==> config.mk <==
export PLATFORM = sky130hd
export DESIGN_NAME = tower_stage_sequencer
export DESIGN_NICKNAME = d
export VERILOG_FILES = /design/src/rtl/tower_stage_sequencer.sv
export SDC_FILE = /design/constraint.sdc
export NUM_CORES = 1
export LEC_CHECK = 0
export ABC_AREA = 0
export CORE_ASPECT_RATIO = 1.2
export CORE_UTILIZATION = 30
export DETAILED_ROUTE_END_ITERATION = 12
export GPL_ROUTABILITY_DRIVEN = 0
export REMOVE_ABC_BUFFERS = 1
export SYNTH_ARGS = -nofsm -noshare
export SYNTH_HDL_FRONTEND = slang
export SYNTH_SLANG_ARGS = --single-unit
==> constraint.sdc <==
create_clock -name clk -period 2.7 [get_ports clk]
set_input_delay 0.27 -clock clk [delete_from_list [all_inputs] [get_ports clk]]
set_output_delay 0.27 -clock clk [all_outputs]
set_load 0.1 [all_outputs]
==> src/rtl/tower_stage_sequencer.sv <==
// Game-flow controller: runs three place-then-wave stages, one tower placer enabled at a time,
// with a per-placement timeout and a win/lose outcome held until the next start.
module tower_stage_sequencer #(
    parameter int TIMEOUT_CYCLES = 500_000_000,
    parameter int CNT_W          = 29
) (
    input  logic       clk,
    input  logic       reset,
    input  logic       start,
    input  logic       wave_done,
    input  logic       game_over,
    input  logic       stage_1_tower_done,
    input  logic       stage_2_tower_done,
    input  logic       stage_3_tower_done,
    output logic       stage_1_draw_tower,
    output logic       stage_2_draw_tower,
    output logic       stage_3_draw_tower,
    output logic       wave_start,
    output logic       placement_timeout,
    output logic [1:0] stage_num,
    output logic [1:0] towers_placed,
    output logic       seq_win,
    output logic       seq_lose,
    output logic [3:0] o_dbg_state
);

    typedef enum logic [3:0] {
        S_IDLE   = 4'd0,
        S_PLACE1 = 4'd1,
        S_WAVE1  = 4'd2,
        S_PLACE2 = 4'd3,
        S_WAVE2  = 4'd4,
        S_PLACE3 = 4'd5,
        S_WAVE3  = 4'd6,
        S_WIN    = 4'd7,
        S_LOSE   = 4'd8
    } state_t;

    localparam logic [CNT_W-1:0] TIMER_LAST = CNT_W'(TIMEOUT_CYCLES - 1);

    state_t           r_state;
    logic [CNT_W-1:0] r_timer;
    logic [2:0]       r_draw;
    logic [1:0]       r_stage_num;
    logic [1:0]       r_towers;
    logic             r_wave_start;
    logic             r_timeout;
    logic             r_win;
    logic             r_lose;

    state_t           w_next_phase;
    logic             w_done_active;
    logic [2:0]       w_draw_next;

    // Successor of the current place/wave state and the done line of the active stage only.
    always_comb begin
        w_next_phase  = S_IDLE;
        w_done_active = 1'b0;
        case (r_state)
            S_PLACE1: begin w_next_phase = S_WAVE1;  w_done_active = stage_1_tower_done; end
            S_PLACE2: begin w_next_phase = S_WAVE2;  w_done_active = stage_2_tower_done; end
            S_PLACE3: begin w_next_phase = S_WAVE3;  w_done_active = stage_3_tower_done; end
            S_WAVE1:  w_next_phase = S_PLACE2;
            S_WAVE2:  w_next_phase = S_PLACE3;
            default:  w_next_phase = S_IDLE;
        endcase
    end

    // Enable for the following stage: stage n in a wave hands over to bit n (stage n+1).
    assign w_draw_next = 3'b001 << r_stage_num;

    always_ff @(posedge clk or posedge reset) begin
        if (reset) begin
            r_state      <= S_IDLE;
            r_timer      <= '0;
            r_draw       <= '0;
            r_stage_num  <= '0;
            r_towers     <= '0;
            r_wave_start <= 1'b0;
            r_timeout    <= 1'b0;
            r_win        <= 1'b0;
            r_lose       <= 1'b0;
        end else begin
            r_wave_start <= 1'b0;
            r_timeout    <= 1'b0;
            case (r_state)
                S_IDLE, S_WIN, S_LOSE: begin
                    if (start) begin
                        r_state     <= S_PLACE1;
                        r_timer     <= '0;
                        r_towers    <= '0;
                        r_draw      <= 3'b001;
                        r_stage_num <= 2'd1;
                        r_win       <= 1'b0;
                        r_lose      <= 1'b0;
                    end
                end
                S_PLACE1, S_PLACE2, S_PLACE3: begin
                    if (game_over) begin
                        r_state     <= S_LOSE;
                        r_lose      <= 1'b1;
                        r_draw      <= '0;
                        r_stage_num <= '0;
                        r_timer     <= '0;
                    end else if (w_done_active || (r_timer == TIMER_LAST)) begin
                        r_state      <= w_next_phase;
                        r_draw       <= '0;
                        r_wave_start <= 1'b1;
                        r_timer      <= '0;
                        // A real placement beats a coincident timer expiry.
                        if (w_done_active) begin
                            if (r_towers != 2'd3) r_towers <= r_towers + 2'd1;
                        end else begin
                            r_timeout <= 1'b1;
                        end
                    end else begin
                        r_timer <= r_timer + 1'b1;
                    end
                end
                S_WAVE1, S_WAVE2, S_WAVE3: begin
                    if (game_over) begin
                        r_state     <= S_LOSE;
                        r_lose      <= 1'b1;
                        r_stage_num <= '0;
                    end else if (wave_done && !r_wave_start) begin
                        // r_wave_start marks the entry cycle, where wave_done is not trusted yet.
                        if (r_state == S_WAVE3) begin
                            r_state     <= S_WIN;
                            r_win       <= 1'b1;
                            r_stage_num <= '0;
                        end else begin
                            r_state     <= w_next_phase;
                            r_draw      <= w_draw_next;
                            r_stage_num <= r_stage_num + 2'd1;
                            r_timer     <= '0;
                        end
                    end
                end
                default: begin
                    r_state     <= S_IDLE;
                    r_draw      <= '0;
                    r_stage_num <= '0;
                end
            endcase
        end
    end

    assign stage_1_draw_tower = r_draw[0];
    assign stage_2_draw_tower = r_draw[1];
    assign stage_3_draw_tower = r_draw[2];
    assign wave_start         = r_wave_start;
    assign placement_timeout  = r_timeout;
    assign stage_num          = r_stage_num;
    assign towers_placed      = r_towers;
    assign seq_win            = r_win;
    assign seq_lose           = r_lose;
    assign o_dbg_state        = r_state;

endmodule

==> flow_results.xml, run 1 <==
<?xml version="1.0" encoding="UTF-8"?>
<metrics>
  <group name="timing">
    <metric name="fin_worst_hold_slack" unit="ps">188.2</metric>
    <metric name="hold_viol" unit="">0</metric>
    <metric name="max_freq" unit="GHz">0.4156</metric>
    <metric name="finClkSkew" unit="ps">13.03</metric>
    <metric name="final.min_clock_period" unit="ps">2406</metric>
    <metric name="timing.slew.headroom" unit="%">56.96</metric>
    <metric name="setup_violations" unit="">0</metric>
    <metric name="worst_slew_pin_slew" unit="ps">639.7</metric>
    <metric name="post-route-period-util" unit="%">89.11</metric>
    <metric name="grt_setup_unrepaired" unit="">no</metric>
    <metric name="timing.setup.tns" unit="ps">0</metric>
    <metric name="timing.final.max_slew_violations" unit="">0</metric>
  </group>
  <group name="cells_and_area">
    <metric name="final_layout_size_suffix_gt1_share" unit="%">15.53</metric>
    <metric name="fin_area" unit="mm²">0.003100</metric>
    <metric name="filler_instances" unit="">875</metric>
    <metric name="area_growth_syn_to_layout" unit="%">17.38</metric>
    <metric name="diodes" unit="">0</metric>
    <metric name="layout.nets" unit="">334</metric>
  </group>
  <group name="route">
    <metric name="drtAntennaViolNets" unit="">0</metric>
    <metric name="first_iter_violations" unit="">156</metric>
    <metric name="detail_route.first_pass.iterations" unit="">4</metric>
    <metric name="via_count" unit="">2361</metric>
    <metric name="route.detailed.drc" unit="">0</metric>
    <metric name="postRouteWirelength" unit="µm">6632</metric>
    <metric name="avgRoutedWirePerCell" unit="µm">15.11</metric>
    <metric name="routed_via_density" unit="">5.378</metric>
  </group>
  <group name="global_routing">
    <metric name="grt_start_max_net_pins" unit="">19</metric>
    <metric name="globalRouteTotalUtil" unit="%">15.48</metric>
    <metric name="number_of_global_route_vias_before_repair" unit="">2237</metric>
    <metric name="grt_first_pass_wirelength" unit="µm">11120</metric>
    <metric name="antenna_found_initial" unit="">0</metric>
    <metric name="grt_overflow" unit="">0</metric>
  </group>
  <group name="worst_setup_path">
    <metric name="cp_slowest_stage_delay" unit="ps">560</metric>
    <metric name="critPathTopFamily" unit="">simple AND/OR/NAND/NOR gates</metric>
    <metric name="startpoint_type" unit="">register</metric>
    <metric name="arrival" unit="ps">2600</metric>
    <metric name="worstPathCellList" unit="">or4b_4 &gt; nor4_4 &gt; nand3_2 &gt; and2_1 &gt; mux2_2</metric>
    <metric name="required_time_of_the_worst_setup_path" unit="ps">2890</metric>
    <metric name="critical_path_buf_inv_count" unit="">0</metric>
    <metric name="cp_max_fo" unit="">10</metric>
    <metric name="worst_setup_path_end_kind" unit="">register</metric>
    <metric name="worst-setup-path-type" unit="">reg2reg</metric>
    <metric name="crit_path_max_delay_cell_type" unit="">or4b_4</metric>
  </group>
  <group name="cts">
    <metric name="root_buffer" unit="">clkbuf_8</metric>
    <metric name="clkSinkCount" unit="">44</metric>
    <metric name="cts-buffers-inserted" unit="">5</metric>
    <metric name="post_cts.repair.setup_buffers" unit="">0</metric>
    <metric name="worstSkewPairLatency" unit="ps">310</metric>
    <metric name="ctsHoldBuffers" unit="">0</metric>
    <metric name="cts_tree" unit="">yes</metric>
    <metric name="htreeDepth" unit="">2</metric>
    <metric name="clock_path_buffers" unit="">2</metric>
    <metric name="cts.reportedPaths.clkPinSlew" unit="ps">90</metric>
    <metric name="post_cts_resize_count" unit="">0</metric>
  </group>
  <group name="min_path">
    <metric name="timing.hold.worst.class" unit="">in2async</metric>
  </group>
  <group name="run_status">
    <metric name="outcome" unit="">finished, final reports clean</metric>
  </group>
  <group name="synthesis">
    <metric name="synth_area" unit="mm²">0.002641</metric>
    <metric name="ys.warnings.count" unit="">0</metric>
    <metric name="yosysUniqueCellTypes" unit="">53</metric>
    <metric name="synth-edff-count" unit="">0</metric>
    <metric name="synth.cells.most_frequent" unit="">dfrtp_1 (44), nand2_1 (27), o21ai_0 (24)</metric>
    <metric name="post_synth_inst_count" unit="">293</metric>
    <metric name="synth-async-reset-ratio" unit="%">100.0</metric>
    <metric name="synth-seq-cells" unit="">44</metric>
    <metric name="synth_xor_xnor_area_share" unit="%">1.658</metric>
    <metric name="yosys.cell_count.top_type" unit="">dfrtp_1</metric>
    <metric name="synth.largest_area_cell" unit="">dfrtp_1</metric>
    <metric name="postSynth.topFlopCell" unit="">dfrtp_1</metric>
    <metric name="post-synth-top-area-fraction" unit="%">41.69</metric>
    <metric name="synth_compound_area_share" unit="%">18.62</metric>
    <metric name="synthAdderAreaFrac" unit="%">2.369</metric>
    <metric name="post_synth_and_or_nand_nor_area_fraction" unit="%">27.62</metric>
    <metric name="yosys-top-cells-area" unit="">dfrtp_1 (42%), o21ai_0 (4.5%), nand2_1 (3.8%), a21oi_1 (3.6%), nor2_1 (3.3%)</metric>
    <metric name="syn_area_per_cell" unit="µm²">9.015</metric>
    <metric name="synthMuxAreaShare" unit="%">3.600</metric>
    <metric name="combinational_family_with_the_most_area_after_synthesis" unit="">simple AND/OR/NAND/NOR gates</metric>
    <metric name="ys_seq_area_share" unit="%">41.69</metric>
  </group>
  <group name="placed_design">
    <metric name="place.detailed.hpwl" unit="µm">4847</metric>
    <metric name="io_buffers" unit="">22</metric>
    <metric name="postPlaceCellArea" unit="mm²">0.003008</metric>
  </group>
  <group name="die">
    <metric name="die_h" unit="µm">104.8</metric>
    <metric name="start_util" unit="%">30.84</metric>
    <metric name="number_of_rows_in_the_core_area" unit="">37</metric>
    <metric name="floorplan.io_pins" unit="">23</metric>
    <metric name="fp.dieArea" unit="mm²">0.009185</metric>
    <metric name="coreArea" unit="mm²">0.008564</metric>
    <metric name="dieWidth" unit="µm">87.66</metric>
  </group>
  <group name="pwr">
    <metric name="worst_supply_voltage_drop_on_vdd" unit="mV">0.5160</metric>
    <metric name="power" unit="µW">2622</metric>
    <metric name="power.leakage" unit="µW">0.001222</metric>
    <metric name="power_per_cell_area" unit="mW/mm²">845.7</metric>
  </group>
  <group name="run">
    <metric name="timing.max_cap.violations" unit="">0</metric>
  </group>
</metrics>
==> report_power, final <==
part	internal, µW	switching [µW]
logic	394	940
clock network	205	243
registers	727	114
==> final timing paths <==
path	start	end	slack (ps)	cells past startpoint
worst max-delay path	r_timer[21]	r_timer[0]	290	5
worst min-delay path	reset	r_draw[1]	190	2
worst max register to register	r_timer[21]	r_timer[0]	290	5
worst min register to register	r_draw[0]	r_draw[0]	520	1
max in group asynchronous	reset	r_timer[3]	2000	3
min in group clk	r_draw[0]	r_draw[0]	520	1
==> routing by layer <==
metal	track usage, %	vias up	part of all wire, %
met4	5.504	0	2.3
met2	25.28	59	50
li1	-	1149	-
met5	0	-	0
met1	20.13	1142	44
met3	3.002	11	3.8
==> final cells by class <==
class / count / area, µm² / area share, %
timing repair buffer: 35 / 292.8 / 9.443
sequential: 44 / 1101 / 35.51
clock inverter: 2 / 10.01 / 0.3228
clock buffer: 6 / 82.58 / 2.663
tap: 117 / 146.4 / 4.722
multi-input combinational: 223 / 1423 / 45.88
inverter: 12 / 45.04 / 1.453
==> state kept, by name, indices dropped and copies added, names as in the netlist <==
signal / count
r_timer: 29
o_dbg_state: 4
r_draw: 3
stage_num: 2
towers_placed: 2
placement_timeout: 1
seq_lose: 1
seq_win: 1
wave_start: 1
==> cell usage in the layout (no fill, tap or decap), drive strengths merged, types with 2 or more instances in the layout <==
master         instances
a211oi                 2
a21oi                 20
a22o                   4
a31oi                  7
a41oi                  3
and2                   2
and3                   3
buf                   28
clkbuf                 6
clkdlybuf4s50          7
clkinv                 2
dfrtp                 44
ha                     5
inv                   12
mux2                   4
mux2i                  5
nand2                 27
nand3                 16
nand3b                 3
nand4                 13
nor2                  23
nor2b                  3
nor3                   7
nor4                   3
o21a                   2
o21ai                 25
o2bb2ai                2
o31ai                  5
or2                    2
or3                    9
or4                    5
or4b                   5
xor2                   5
==> cells by family after synthesis <==
| family | after synthesis |
|---|---|
| AO/OA/AOI/OAI | 76 |
| XOR/XNOR | 5 |
| flip-flops | 44 |
| AND/OR/NAND/NOR | 128 |
| adder cells (fa/ha/maj) | 5 |
| buffers and inverters | 26 |
| multiplexers | 9 |
==> metrics by stage <==
step / setup slack (ps) / instances / utilization [%]
finish: 294.1 / 439 / 36.20
global route: 187.9 / 439 / 36.20
CTS: 304.3 / 439 / 36.20
detailed placement: 306.0 / 431 / 35.12
global placement: 318.9 / 431 / 35.12
floorplan: -178.2 / 279 / -
==> worst reg2reg max path, cell delays in order (launching register included) <==
cell and delay [ps]:
dfrtp_1 440, or4b_4 560, nor4_4 320, nand3_2 290, and2_1 390, mux2_2 310
(Power assumes the default switching activity.)
==> inputs of run 2 (changes only) <==
--- a/config.mk
+++ b/config.mk
@@ -7,6 +7,7 @@
 export LEC_CHECK = 0
 export ABC_AREA = 0
 export CORE_ASPECT_RATIO = 1.2
+export CORE_MARGIN = 2
 export CORE_UTILIZATION = 30
 export DETAILED_ROUTE_END_ITERATION = 12
 export GPL_ROUTABILITY_DRIVEN = 0
==> run 2 against run 1 <==
  * Design area shrank 0.97%
  * Critical path depth grew 1
  * Cell count shrank 0.68%
  * Largest power group unchanged
==> flow_results.xml, run 2 (same netlist as run 1, synthesis figures left out) <==
<?xml version="1.0" encoding="UTF-8"?>
<metrics>
  <group name="pwr">
    <metric name="power_per_cell_area" unit="mW/mm²">838.3</metric>
    <metric name="power" unit="µW">2574</metric>
    <metric name="power.leakage" unit="µW">0.001203</metric>
    <metric name="worst_supply_voltage_drop_on_vdd" unit="mV">0.7933</metric>
  </group>
  <group name="timing">
    <metric name="timing.final.max_slew_violations" unit="">0</metric>
    <metric name="setup_violations" unit="">0</metric>
    <metric name="final_critical_path_setup_slack" unit="ps">335.8</metric>
    <metric name="max_freq" unit="GHz">0.4230</metric>
    <metric name="worst_slew_pin_slew" unit="ps">591.1</metric>
    <metric name="finClkSkew" unit="ps">11.94</metric>
    <metric name="timing.setup.tns" unit="ps">0</metric>
    <metric name="grt_setup_unrepaired" unit="">no</metric>
    <metric name="final.min_clock_period" unit="ps">2364</metric>
    <metric name="post-route-period-util" unit="%">87.56</metric>
    <metric name="hold_viol" unit="">0</metric>
    <metric name="timing.slew.headroom" unit="%">60.38</metric>
  </group>
  <group name="route">
    <metric name="postRouteWirelength" unit="µm">6541</metric>
    <metric name="first_iter_violations" unit="">74</metric>
    <metric name="via_count" unit="">2339</metric>
    <metric name="avgRoutedWirePerCell" unit="µm">15.00</metric>
    <metric name="drtAntennaViolNets" unit="">0</metric>
    <metric name="detail_route.first_pass.iterations" unit="">4</metric>
    <metric name="routed_via_density" unit="">5.365</metric>
    <metric name="route.detailed.drc" unit="">0</metric>
  </group>
  <group name="die">
    <metric name="fp.dieArea" unit="mm²">0.009574</metric>
    <metric name="start_util" unit="%">30.84</metric>
    <metric name="floorplan.io_pins" unit="">23</metric>
    <metric name="number_of_rows_in_the_core_area" unit="">37</metric>
    <metric name="dieWidth" unit="µm">89.66</metric>
    <metric name="die_h" unit="µm">106.8</metric>
    <metric name="coreArea" unit="mm²">0.008564</metric>
  </group>
  <group name="run_status">
    <metric name="outcome" unit="">finished, final reports clean</metric>
  </group>
  <group name="cells_and_area">
    <metric name="fin_area" unit="mm²">0.003070</metric>
    <metric name="area_growth_syn_to_layout" unit="%">16.25</metric>
    <metric name="layout.nets" unit="">332</metric>
    <metric name="most_frequent_cells_in_the_layout" unit="">dfrtp_1 (44), nand2_1 (27), buf_4 (25)</metric>
    <metric name="largest_register_ffs" unit="">29</metric>
    <metric name="largest_register" unit="">r_timer</metric>
    <metric name="fin_cells" unit="">436</metric>
    <metric name="layout_commonest_cell" unit="">dfrtp_1</metric>
    <metric name="diodes" unit="">0</metric>
    <metric name="final_layout_size_suffix_gt1_share" unit="%">14.42</metric>
  </group>
  <group name="worst_setup_path">
    <metric name="cp_max_fo" unit="">14</metric>
    <metric name="arrival" unit="ps">2600</metric>
    <metric name="worst-setup-path-type" unit="">reg2reg</metric>
    <metric name="worst_setup_path_end_kind" unit="">register</metric>
    <metric name="startpoint_type" unit="">register</metric>
    <metric name="required_time_of_the_worst_setup_path" unit="ps">2940</metric>
  </group>
  <group name="cts">
    <metric name="cts-buffers-inserted" unit="">5</metric>
    <metric name="root_buffer" unit="">clkbuf_8</metric>
    <metric name="ctsHoldBuffers" unit="">0</metric>
    <metric name="cts.reportedPaths.clkPinSlew" unit="ps">80</metric>
    <metric name="worstSkewPairLatency" unit="ps">300</metric>
    <metric name="cts_tree" unit="">yes</metric>
    <metric name="post_cts.repair.setup_buffers" unit="">0</metric>
    <metric name="htreeDepth" unit="">2</metric>
    <metric name="clock_path_buffers" unit="">2</metric>
    <metric name="clkSinkCount" unit="">44</metric>
    <metric name="post_cts_resize_count" unit="">0</metric>
  </group>
  <group name="global_routing">
    <metric name="antenna_found_initial" unit="">0</metric>
    <metric name="grt_start_max_net_pins" unit="">26</metric>
    <metric name="grt_overflow" unit="">0</metric>
    <metric name="globalRouteTotalUtil" unit="%">14.84</metric>
    <metric name="grt_first_pass_wirelength" unit="µm">11350</metric>
    <metric name="number_of_global_route_vias_before_repair" unit="">2288</metric>
  </group>
  <group name="run">
    <metric name="timing.max_cap.violations" unit="">0</metric>
  </group>
  <group name="placed_design">
    <metric name="place.detailed.hpwl" unit="µm">4854</metric>
    <metric name="postPlaceCellArea" unit="mm²">0.002993</metric>
    <metric name="place.detailed.instances" unit="">429</metric>
    <metric name="pre_cts_ws" unit="ps">292.2</metric>
    <metric name="io_buffers" unit="">22</metric>
  </group>
  <group name="min_path">
    <metric name="timing.hold.worst.class" unit="">in2async</metric>
  </group>
</metrics>
## run 2: routing by layer
layer	global-route usage, %	routed length, µm
met1	19.35	2888
met5	0	0
met4	3.731	112
met2	25.00	3334
met3	2.771	206
## run 2: power by group
group,leakage (µW),internal (µW),switching [µW]
combinational,0.000559,392,931
sequential,0.000603,727,119
clock,0.0000410,176,228
total,0.00120,1300,1280
## run 2: path summary, 6_finish.rpt
kind / start / to / slack [ps] / cells past startpoint
max in group asynchronous: reset / r_timer[6] / 1740 / 3
worst min-delay path: reset / r_timer[20] / 280 / 2
worst max-delay path: o_dbg_state[1] / r_timer[0] / 340 / 6
worst max register to register: o_dbg_state[1] / r_timer[0] / 340 / 6
worst min register to register: r_draw[0] / r_draw[0] / 510 / 1
min in group clk: r_draw[0] / r_draw[0] / 510 / 1
## run 2: worst max-delay path, cell delays in order (launching register included)
cell and delay (ps):
dfrtp_1 630, buf_4 220, mux2i_1 210, mux2i_1 120, nor3_2 510, and2_1 390, mux2_2 210
## run 2: layout make-up
cell class / count / area (µm²)
multi-input combinational: 223 / 1423
clock buffer: 6 / 72.57
timing repair buffer: 33 / 277.8
inverter: 12 / 45.04
clock inverter: 1 / 5.005
fill: 880 / 5494
tap: 117 / 146.4
sequential: 44 / 1101
## run 2: metrics by stage
| stage | hold slack (ps) | utilization, % |
|---|---|---|
| finish | 278.2 | 35.85 |
| global route | 339.8 | 35.85 |
| CTS | 294.6 | 35.85 |
| detailed placement | 496.2 | 34.95 |
| global placement | 493.4 | 34.95 |
| floorplan | 342.7 | - |
==> inputs of run 3 (changes only) <==
--- a/config.mk
+++ b/config.mk
@@ -6,9 +6,10 @@
 export NUM_CORES = 1
 export LEC_CHECK = 0
 export ABC_AREA = 0
-export CORE_ASPECT_RATIO = 1.2
+export CORE_ASPECT_RATIO = 0.75
 export CORE_MARGIN = 2
 export CORE_UTILIZATION = 30
+export CTS_CLUSTER_DIAMETER = 30
 export DETAILED_ROUTE_END_ITERATION = 12
 export GPL_ROUTABILITY_DRIVEN = 0
 export REMOVE_ABC_BUFFERS = 1
==> run 3 against run 2 <==
  * Core utilization up 1.3 points
  * Critical path depth rose by 1
  * Combinational power increased by 3%
  * Die area about the same
  * Global-route usage shrank 0.41 points
  * Critical endpoint is now r_timer[24]
  * Largest cell class unchanged
  * Highest routed layer unchanged
==> flow_results.xml, run 3 (same netlist as run 1, synthesis figures left out) <==
<?xml version="1.0" encoding="UTF-8"?>
<metrics>
  <group name="run_status">
    <metric name="outcome" unit="">finished, final reports clean</metric>
  </group>
  <group name="worst_setup_path">
    <metric name="r2r_setup_slack" unit="ps">360</metric>
    <metric name="cp_slowest_stage_delay" unit="ps">560</metric>
    <metric name="critical_path_buf_inv_count" unit="">2</metric>
    <metric name="arrival" unit="ps">2490</metric>
    <metric name="worstPathCellList" unit="">or4b_4 &gt; nor4_4 &gt; nand3_2 &gt; buf_4 &gt; a21oi_4 &gt; buf_4 &gt; a21oi_1</metric>
    <metric name="startpoint_type" unit="">register</metric>
    <metric name="cpMostUsedCell" unit="">buf_4</metric>
    <metric name="worst-setup-path-type" unit="">reg2reg</metric>
    <metric name="crit_path_max_delay_cell_type" unit="">or4b_4</metric>
    <metric name="cp_max_fo" unit="">18</metric>
    <metric name="worst_setup_path_end_kind" unit="">register</metric>
    <metric name="required_time_of_the_worst_setup_path" unit="ps">2860</metric>
    <metric name="critPathTopFamily" unit="">simple AND/OR/NAND/NOR gates</metric>
  </group>
  <group name="global_routing">
    <metric name="grt_start_max_net_pins" unit="">19</metric>
    <metric name="grt_first_pass_wirelength" unit="µm">11290</metric>
    <metric name="globalRouteTotalUtil" unit="%">14.44</metric>
    <metric name="antenna_found_initial" unit="">0</metric>
    <metric name="grt_overflow" unit="">0</metric>
    <metric name="number_of_global_route_vias_before_repair" unit="">2133</metric>
  </group>
  <group name="timing">
    <metric name="hold_viol" unit="">0</metric>
    <metric name="post-route-period-util" unit="%">86.54</metric>
    <metric name="final.min_clock_period" unit="ps">2337</metric>
    <metric name="timing.slew.headroom" unit="%">60.65</metric>
    <metric name="finClkSkew" unit="ps">4.594</metric>
    <metric name="setup_violations" unit="">0</metric>
    <metric name="max_freq" unit="GHz">0.4280</metric>
    <metric name="worst_slew_pin_slew" unit="ps">584.9</metric>
    <metric name="timing.final.max_slew_violations" unit="">0</metric>
    <metric name="grt_setup_unrepaired" unit="">no</metric>
  </group>
  <group name="cells_and_area">
    <metric name="layout_commonest_cell" unit="">dfrtp_1</metric>
    <metric name="largest_register" unit="">r_timer</metric>
    <metric name="seqCellArea" unit="mm²">0.001101</metric>
    <metric name="largest_register_ffs" unit="">29</metric>
    <metric name="multi_input_comb_area" unit="mm²">0.001423</metric>
    <metric name="most_frequent_cells_in_the_layout" unit="">dfrtp_1 (44), buf_4 (31), nand2_1 (27)</metric>
    <metric name="final_layout_size_suffix_gt1_share" unit="%">15.69</metric>
    <metric name="filler_instances" unit="">862</metric>
    <metric name="diodes" unit="">0</metric>
    <metric name="area_growth_syn_to_layout" unit="%">19.37</metric>
    <metric name="layout.nets" unit="">337</metric>
    <metric name="finalCoreUtilization" unit="%">37.14</metric>
  </group>
  <group name="die">
    <metric name="number_of_rows_in_the_core_area" unit="">29</metric>
    <metric name="fp.dieArea" unit="mm²">0.009579</metric>
    <metric name="coreArea" unit="mm²">0.008491</metric>
    <metric name="die_h" unit="µm">85.26</metric>
    <metric name="dieWidth" unit="µm">112.3</metric>
    <metric name="floorplan.io_pins" unit="">23</metric>
    <metric name="start_util" unit="%">31.11</metric>
  </group>
  <group name="placed_design">
    <metric name="place.detailed.hpwl" unit="µm">4917</metric>
    <metric name="io_buffers" unit="">22</metric>
  </group>
  <group name="min_path">
    <metric name="timing.hold.worst.class" unit="">in2async</metric>
  </group>
  <group name="route">
    <metric name="avgRoutedWirePerCell" unit="µm">15.42</metric>
    <metric name="routed_via_density" unit="">5.446</metric>
    <metric name="first_iter_violations" unit="">182</metric>
    <metric name="drtAntennaViolNets" unit="">0</metric>
    <metric name="detail_route.first_pass.iterations" unit="">4</metric>
    <metric name="route.detailed.drc" unit="">0</metric>
    <metric name="postRouteWirelength" unit="µm">6677</metric>
    <metric name="via_count" unit="">2358</metric>
  </group>
  <group name="cts">
    <metric name="root_buffer" unit="">clkbuf_16</metric>
    <metric name="clkSinkCount" unit="">44</metric>
    <metric name="ctsHoldBuffers" unit="">0</metric>
    <metric name="worstSkewPairLatency" unit="ps">280</metric>
    <metric name="post_cts_resize_count" unit="">0</metric>
    <metric name="clock_path_buffers" unit="">2</metric>
    <metric name="cts.reportedPaths.clkPinSlew" unit="ps">60</metric>
    <metric name="htreeDepth" unit="">2</metric>
    <metric name="post_cts.repair.setup_buffers" unit="">0</metric>
    <metric name="cts_tree" unit="">yes</metric>
    <metric name="cts-buffers-inserted" unit="">5</metric>
  </group>
  <group name="pwr">
    <metric name="power.leakage" unit="µW">0.001252</metric>
    <metric name="power" unit="µW">2811</metric>
    <metric name="worst_supply_voltage_drop_on_vdd" unit="mV">0.5723</metric>
    <metric name="power_per_cell_area" unit="mW/mm²">891.4</metric>
  </group>
  <group name="run">
    <metric name="timing.max_cap.violations" unit="">0</metric>
  </group>
</metrics>
run 3: cell types whose count changed in the layout (fill, tap and decap cells not counted), sizes merged:
cell | previous run | this run
buf | 26 | 31
clkinv | 1 | 0
clkbuf | 6 | 8
run 3: worst paths after layout:
kind                              from           to  cells after the start
setup / recovery           r_timer[21]  r_timer[24]                      7
hold / removal                   reset  r_timer[25]                      2
setup reg to reg           r_timer[21]  r_timer[24]                      7
hold reg to reg              r_draw[0]    r_draw[0]                      1
max in group asynchronous        reset      seq_win                      3
min in group clk             r_draw[0]    r_draw[0]                      1
run 3: power breakdown:
part           leakage [µW]  switching, µW  internal (µW)
clock network     0.0000712            244            369
registers          0.000603            111            728
logic              0.000578            968            391
total               0.00125           1320           1490
run 3: area by class of cell:
cell class                      instances  area share, %
Inverter                               12          1.429
Clock buffer                            8          4.643
Timing Repair Buffer                   38          9.603
Sequential cell                        44          34.92
Tap cell                              108          4.286
Multi-Input combinational cell        223          45.12
run 3: routing by layer:
layer  global-route usage [%]  share of wire [%]  vias to the layer above
met4                    2.772               0.60                        0
li1                         -                  -                     1156
met5                        0                  0                        -
met1                    23.25                 53                     1130
met3                    2.429                6.0                        5
met2                    20.04                 41                       67
run 3: stage by stage:
step / worst slack (ps) / cell area (µm²) / TNS (ps) / cells / hold WS (ps)
CTS: 338.8 / 3153 / 0 / 433 / 314.7
global placement: 375.8 / 3007 / 0 / 425 / 482.9
finish: 363.3 / 3153 / 0 / 433 / 299.1
detailed placement: 259.5 / 3007 / 0 / 425 / 486.0
global route: 209.0 / 3153 / 0 / 433 / 329.0
floorplan: -178.2 / 2569 / -775.7 / 279 / 342.7
run 3: worst register-to-register path, cell delays in order (launching register included):
cell and delay [ps]:
dfrtp_1 430, or4b_4 560, nor4_4 310, nand3_2 220, buf_4 240, a21oi_4 130
buf_4 240, a21oi_1 80
